`config.mk`:
```
export PLATFORM = sky130hd
export DESIGN_NAME = dds_freq_meter
export DESIGN_NICKNAME = d
export VERILOG_FILES = /design/src/rtl/dds_freq_meter.sv
export SDC_FILE = /design/constraint.sdc
export NUM_CORES = 1
export LEC_CHECK = 0
export ABC_AREA = 1
export CAP_MARGIN = 20
export CORE_MARGIN = 2
export CORE_UTILIZATION = 35
export DETAILED_ROUTE_END_ITERATION = 8
export PLACE_DENSITY = 0.51
export SLEW_MARGIN = 20
export SYNTH_ARGS = -nofsm -noshare
export SYNTH_HDL_FRONTEND = slang
export SYNTH_SLANG_ARGS = --single-unit
```
`constraint.sdc`:
```
create_clock -name clk_i -period 5.06 [get_ports clk_i]
set_input_delay 0.759 -clock clk_i [delete_from_list [all_inputs] [get_ports clk_i]]
set_output_delay 0.759 -clock clk_i [all_outputs]
set_load 0.03 [all_outputs]
```
`src/rtl/dds_freq_meter.sv`:
```
// Measures the period of a signed sample stream: Schmitt-trigger rising crossings
// are timed over NPER periods and the cycle count is averaged by a right shift.
module dds_freq_meter #(
  parameter int              HYST    = 8,
  parameter int              NPER    = 4,
  parameter longint unsigned TIMEOUT = 64'd16_777_216
) (
  input  logic              clk_i,
  input  logic              rst_i,
  input  logic signed [7:0] data_i,
  input  logic              meas_en_i,
  output logic [31:0]       period_o,
  output logic              valid_o,
  output logic              timeout_o
);

  localparam int LG = $clog2(NPER);
  localparam int CW = 32 + LG;
  localparam int EW = LG + 1;
  localparam logic [EW-1:0]     EDGE_LAST = EW'(NPER - 1);
  localparam logic [31:0]       TO_LAST   = 32'(TIMEOUT - 1);
  localparam logic signed [7:0] TH_HI     = 8'(HYST);
  localparam logic signed [7:0] TH_LO     = 8'(-HYST);

  typedef enum logic [1:0] {IDLE, ARM, MEAS} state_t;

  state_t            r_state, w_state_n;
  logic signed [7:0] r_s;
  logic              r_h, w_h_n;
  logic              r_rise;
  logic [CW-1:0]     r_cnt, w_cnt_n;
  logic [EW-1:0]     r_edges, w_edges_n;
  logic [31:0]       r_to, w_to_n;
  logic [31:0]       r_period, w_period_n;
  logic              r_valid, w_valid_n;
  logic              r_timeout, w_timeout_n;

  // Thresholds are inclusive; between them the trigger keeps its last state.
  always_comb begin
    w_h_n = r_h;
    if (r_s >= TH_HI)      w_h_n = 1'b1;
    else if (r_s <= TH_LO) w_h_n = 1'b0;
  end

  // The rising event is registered so the FSM acts one cycle after h changes,
  // giving valid_o two cycles after the sample that completes the crossing.
  always_ff @(posedge clk_i or posedge rst_i) begin
    if (rst_i) begin
      r_s    <= '0;
      r_h    <= 1'b0;
      r_rise <= 1'b0;
    end else begin
      r_s    <= data_i;
      r_h    <= w_h_n;
      r_rise <= w_h_n & ~r_h;
    end
  end

  always_comb begin
    w_state_n   = r_state;
    w_cnt_n     = r_cnt;
    w_edges_n   = r_edges;
    w_to_n      = r_to;
    w_period_n  = r_period;
    w_valid_n   = 1'b0;
    w_timeout_n = 1'b0;
    if (!meas_en_i) begin
      w_state_n = IDLE;
      w_cnt_n   = '0;
      w_edges_n = '0;
      w_to_n    = '0;
    end else begin
      unique case (r_state)
        IDLE: begin
          w_state_n = ARM;
          w_cnt_n   = '0;
          w_edges_n = '0;
          w_to_n    = '0;
        end
        ARM: begin
          if (r_rise) begin
            w_state_n = MEAS;
            w_cnt_n   = CW'(1);
            w_edges_n = '0;
            w_to_n    = '0;
          end else if (r_to == TO_LAST) begin
            w_timeout_n = 1'b1;
            w_to_n      = '0;
          end else begin
            w_to_n = r_to + 32'd1;
          end
        end
        MEAS: begin
          if (r_rise) begin
            w_to_n = '0;
            if (r_edges == EDGE_LAST) begin
              w_period_n = 32'(r_cnt >> LG);
              w_valid_n  = 1'b1;
              w_cnt_n    = CW'(1);
              w_edges_n  = '0;
            end else begin
              w_cnt_n   = r_cnt + CW'(1);
              w_edges_n = r_edges + EW'(1);
            end
          end else if (r_to == TO_LAST) begin
            w_timeout_n = 1'b1;
            w_state_n   = ARM;
            w_cnt_n     = '0;
            w_edges_n   = '0;
            w_to_n      = '0;
          end else begin
            w_cnt_n = r_cnt + CW'(1);
            w_to_n  = r_to + 32'd1;
          end
        end
        default: w_state_n = IDLE;
      endcase
    end
  end

  always_ff @(posedge clk_i or posedge rst_i) begin
    if (rst_i) begin
      r_state   <= IDLE;
      r_cnt     <= '0;
      r_edges   <= '0;
      r_to      <= '0;
      r_period  <= '0;
      r_valid   <= 1'b0;
      r_timeout <= 1'b0;
    end else begin
      r_state   <= w_state_n;
      r_cnt     <= w_cnt_n;
      r_edges   <= w_edges_n;
      r_to      <= w_to_n;
      r_period  <= w_period_n;
      r_valid   <= w_valid_n;
      r_timeout <= w_timeout_n;
    end
  end

  assign period_o  = r_period;
  assign valid_o   = r_valid;
  assign timeout_o = r_timeout;

endmodule

```
## After elaboration in Yosys (flattened, before gate mapping)

Index checks and enable logic that the tools add are counted.

- Bits in registers: 115
- Input bits: 11
- Output and inout port bits: 34
- Logic and storage cells: 64

- Add/subtract/negate cells: 3
- $lt $le $gt $ge: 2
- Equal/unequal tests: 10
- Mux-type cells: 31
- Bitwise gates (word level): 2
- Reduce and logical (&&, ||, !) cells: 6

Operators with widths:

| operator | number |
|---|---|
| $mux W34 | 5 |
| $pmux W34 S3 | 1 |
| $mux W32 | 3 |
| $pmux W32 S2 | 1 |
| $add A34 B1 Y34 const B | 1 |
| $add A32 B1 Y32 const B | 1 |
| $eq A32 B24 Y1 const B | 1 |
| $mux W3 | 5 |
| $mux W1 | 10 |
| $ne A3 B3 Y1 const B | 3 |
| $pmux W3 S3 | 1 |
| $ge A8 B5 Y1 const B | 1 |
| $le A8 B4 Y1 const B | 1 |
| $mux W2 | 4 |
| $pmux W2 S3 | 1 |
| $reduce_and A3 Y1 | 2 |
| $ne A4 B1 Y1 const B | 1 |
| $ne A4 B4 Y1 const B | 1 |
| $reduce_and A4 Y1 | 1 |
| $add A3 B1 Y3 const B | 1 |
| $eq A3 B2 Y1 const B | 1 |
| $ne A3 B2 Y1 const B | 1 |
| $eq A2 B1 Y1 const B | 1 |
| $eq A2 B2 Y1 const B | 1 |
| 5 further kinds | 5 |

## Logic depth before layout (Yosys ltp)

- Depth after elaboration: 5
- Depth in mapped cells: 12
- Depth with buffers taken out: 12

## Least setup slack after synthesis

No wires, ideal clock.

- Path type: register -> register
- From: register r_state[0]
- To: register r_cnt[7]
- Arrival: 1.613 ns
- Required time: 4.937 ns
- Setup slack: 3.324 ns
- Cell stages (with the launch flop): 11
- Clock period less this slack: 1.736 ns
- Path through: dfrtp_1 inv_1 ha_1 inv_1 nand2_1 o21ai_4 inv_4 buf_6 nand3_1 xor2_1 a21oi_2

- Cells in the longest elaborated chain, start to end: 3
- Elaborated cells on any way between the ends: 8
- Those cells by class: eq/ne: 4; mux: 2; reduce/logical: 2

Ends and longest elaborated chain:

| what | line | RTL |
|---|---|---|
| start, declared | 27 | `state_t r_state, w_state_n;` |
| start signal, assigned | 131 | `r_state <= w_state_n;` |
| $eq A2 B2 Y1, or another cell as far along | 73 | `unique case (r_state)` |
| $pmux W34 S3, or another cell as far along | 73 |  |
| $mux W34 or $reduce_and A2 Y1 (tied branches) | n/a |  |
| end signal, assigned | 132 | `r_cnt <= w_cnt_n;` |
| end, declared | 31 | `logic [CW-1:0] r_cnt, w_cnt_n;` |

Several ways; a longest one is shown, not always the timed one.
A chain may end at the register's enable or synchronous reset.

## Worst setup path in the final report

- From: input port meas_en_i
- To: register r_period[23], in the netlist period_o[23]

- Cells in the longest elaborated chain, start to end: 1

Ends and longest elaborated chain:

| what | line | RTL |
|---|---|---|
| start, declared | 11 | `input logic meas_en_i,` |
| $reduce_and A4 Y1 (no source line) | n/a |  |
| end signal, assigned | 135 | `r_period <= w_period_n;` |
| end, declared | 34 | `logic [31:0] r_period, w_period_n;` |

No other way between the ends.

==> flow_summary_export.csv <==
group,metric,value,unit
sta,rsz0062_at_grt,"no",
cts,cts.sinks,115,
yosys,synth_area,6080,um2
sta,timing.final.max_slew_violations,0,
grt,first_global_vias,4992,
grt,antenna_found_initial,0,
routing,drt_iter0_markers,337,
yosys,avgSynthCellArea,8.03,um2
layout,fin_nets,829,
cts,clk_pin_slew,0.05,ns
outcome,status,"completed",
layout,syn2layout_area_growth,19.9,%
floorplanning,die_w,136,um
setup_path,path_max_fanout,20,
sta,min_period_over_period,54.9,%
floorplanning,core_area,17100,um2
layout,finalInstanceArea,7290,um2
placed_design,hpwl,10200,um
power,powerDensity,338,nW/um2
yosys,ys_seq_area_share,47.3,%
setup_path,cp-start-kind,"input pin",
grt,track_usage,16.7,%
setup_path,critPathKind,"in2reg",
routing,vias,4995,
yosys,syn_inst,758,
floorplanning,die-area,18500,um2
setup_path,arrival,3.07,ns
floorplanning,io_pins,45,
routing,wl,14000,um
hold_path,whs_path_depth,1,
grt,grt_first_pass_wirelength,23900,um
cts,insertion_delay,0.42,ns
placed_design,io_buffers,44,
cts,root_buffer,"clkbuf_16",
routing,vias_per_cell,4.78,
sta,hold_viol,0,
hold_path,worst_hold_path.endpoint,"r_rise$_DFF_PP0_",
cts,h-tree-depth,4,
setup_path,reg2reg_to,"period_o[23]$_DFFE_PP0P_",
grt,grt-ovfl-total,0,
routing,ant_nets,0,
routing,wl_per_cell,13.4,um
sta,finalSetupViolCount,0,
sta,final.setup.tns,0,ns
setup_path,r2r_start,"r_edges[0]$_DFFE_PP0P_",
yosys,yosys_most_used_dff,"dfrtp_1",
sta,relSlewSlack,32.5,%
layout,drive_gt1_share,10.7,%
routing,drc,0,
sta,fmax,360,MHz
floorplanning,initial_core_util,35.5,%
job,cap_viol_max_count,0,
power,ir_drop,239,uV
cts,cts_tree,"yes",
yosys,synth_top_area_share,47.3,%
yosys,yosys.area.top_type,"dfrtp_1",
yosys,synth-seq-cells,115,
hold_path,hp-start,"r_h$_DFF_PP0_",
floorplanning,dieHeight,136,um
setup_path,ff2ff_setup_slack,2.53,ns
power,leakage,3.01,nW
cts,cts_buffers,17,
yosys,yosysUniqueCellTypes,31,
setup_path,r2r_cells,7,
yosys,yosys_warnings,0,
placed_design,placed_area,6730,um2
cts,postCtsHoldBufs,0,
layout,num_antenna_cells,0,
routing,first_pass_iters,5,
placed_design,place_congestion,0.877,
sta,worst_pin_slew,1.01,ns
cts,post-cts-setup-buffers,0,
setup_path,crit_path_end_kind,"register",
yosys,synth_area_leaders,"dfrtp_1 47%, nand2_1 12%, nor2_1 8.0%",
hold_path,hp-class,"reg2reg",
sta,min_period,2.78,ns
floorplanning,rows,48,
setup_path,cp.required,5.36,ns
grt,grt_max_degree,62,
yosys,synth-edff-count,0,
cts,clk_path_buf_depth,2,
cts,postCtsResizedCells,0,
sta,skew,0.0116,ns
yosys,syn_nets,776,
yosys,async_reset_ff_share,100,%
==> Yosys cell counts, types with 10 or more instances <==
cell / n
o21ai_0: 26
nand3_1: 45
mux2_2: 18
nor3_1: 21
nand4_1: 12
nor2_1: 129
a21oi_1: 31
a21oi_2: 10
xor2_1: 25
inv_1: 70
nand2_1: 194
dfrtp_1: 115
==> where the power goes <==
group | internal, mW | switching, mW | total [mW]
registers | 0.946 | 0.0224 | 0.968
clock network | 0.750 | 0.401 | 1.15
logic | 0.0801 | 0.264 | 0.344
total | 1.78 | 0.688 | 2.46
==> through the flow <==
step                      hold slack, ns  power, mW  utilization [%]  setup WS [ns]  cells
after floorplan                    0.398       1.27                -           1.26    758
after global placement             0.411       1.32             39.3           1.91   1017
after detailed placement           0.416       1.33             39.3           1.79   1017
after CTS                          0.426       2.49             42.6           2.23   1046
after global routing               0.447       2.58             42.6           2.14   1046
final                              0.422       2.46             42.6           2.28   1046
==> worst max path at each step <==
stage	endpoint	startpoint	slack [ns]
final	period_o[23]$_DFFE_PP0P_	meas_en_i	2.28
after global routing	period_o[23]$_DFFE_PP0P_	meas_en_i	2.14
after CTS	period_o[23]$_DFFE_PP0P_	meas_en_i	2.23
after detailed placement	period_o[23]$_DFFE_PP0P_	meas_en_i	1.79
after global placement	period_o[23]$_DFFE_PP0P_	meas_en_i	1.91
after floorplan	period_o[0]$_DFFE_PP0P_	rst_i	1.26
==> metal layers <==
layer	up-vias	global-route usage, %	routed length [um]
li1	2524	-	-
met5	-	0	0
met3	17	4.51	494
met1	2368	20.8	6410
met4	0	6.66	221
met2	86	27.5	6840
==> state kept, by name (all words and copies together), names as in the netlist <==
register / cells
r_h: 1
timeout_o: 1
r_s: 8
r_to: 32
r_edges: 3
r_cnt: 34
period_o: 32
r_rise: 1
valid_o: 1
r_state: 2
==> cell families (layout without fill, tap and decap cells) <==
| logic type | after synthesis | in the layout | synth area share, % |
|---|---|---|---|
| and+or+nand+nor | 426 | 426 | 30.0 |
| buffers and inverters | 88 | 151 | 6.52 |
| muxes | 18 | 18 | 3.33 |
| AOI/OAI and AO/OA | 72 | 72 | 6.83 |
| DFF | 115 | 115 | 47.3 |
| adders and majority gates | 7 | 7 | 1.44 |
| xor gates and xnor gates | 32 | 32 | 4.61 |
==> layout make-up <==
cell class                      instances  area, um2
Multi-Input combinational cell        555       2820
Tap cell                              225        282
Sequential cell                       115       2880
Timing Repair Buffer                   48        470
Clock buffer                           23        478
Clock inverter                          6       80.1
Fill cell                            1742       9820
Inverter                               74        285
==> critical path: stages <==
cell	delay (ns)
clkdlybuf4s50_1	0.62
inv_2	0.13
nor3_4	0.85
buf_4	0.37
mux2_2	0.35
==> cell usage in the layout (no fill, tap or decap), types with 3 or more instances in the layout <==
cell,netlist,routed
a21oi_1,31,31
a21oi_2,10,10
a31oi_1,3,3
buf_4,5,4
clkbuf_1,0,3
clkbuf_16,0,17
clkbuf_8,0,3
clkdlybuf4s50_1,0,44
clkinv_2,0,4
dfrtp_1,115,115
ha_1,7,7
inv_1,70,69
inv_4,2,3
mux2_2,18,18
nand2_1,194,194
nand2_2,7,7
nand3_1,45,44
nand4_1,12,12
nor2_1,129,129
nor2_2,4,4
nor2_4,7,7
nor3_1,21,21
o21ai_0,26,26
xnor2_1,7,7
xor2_1,25,25
Note: power is estimated with default switching activity, not from simulation.
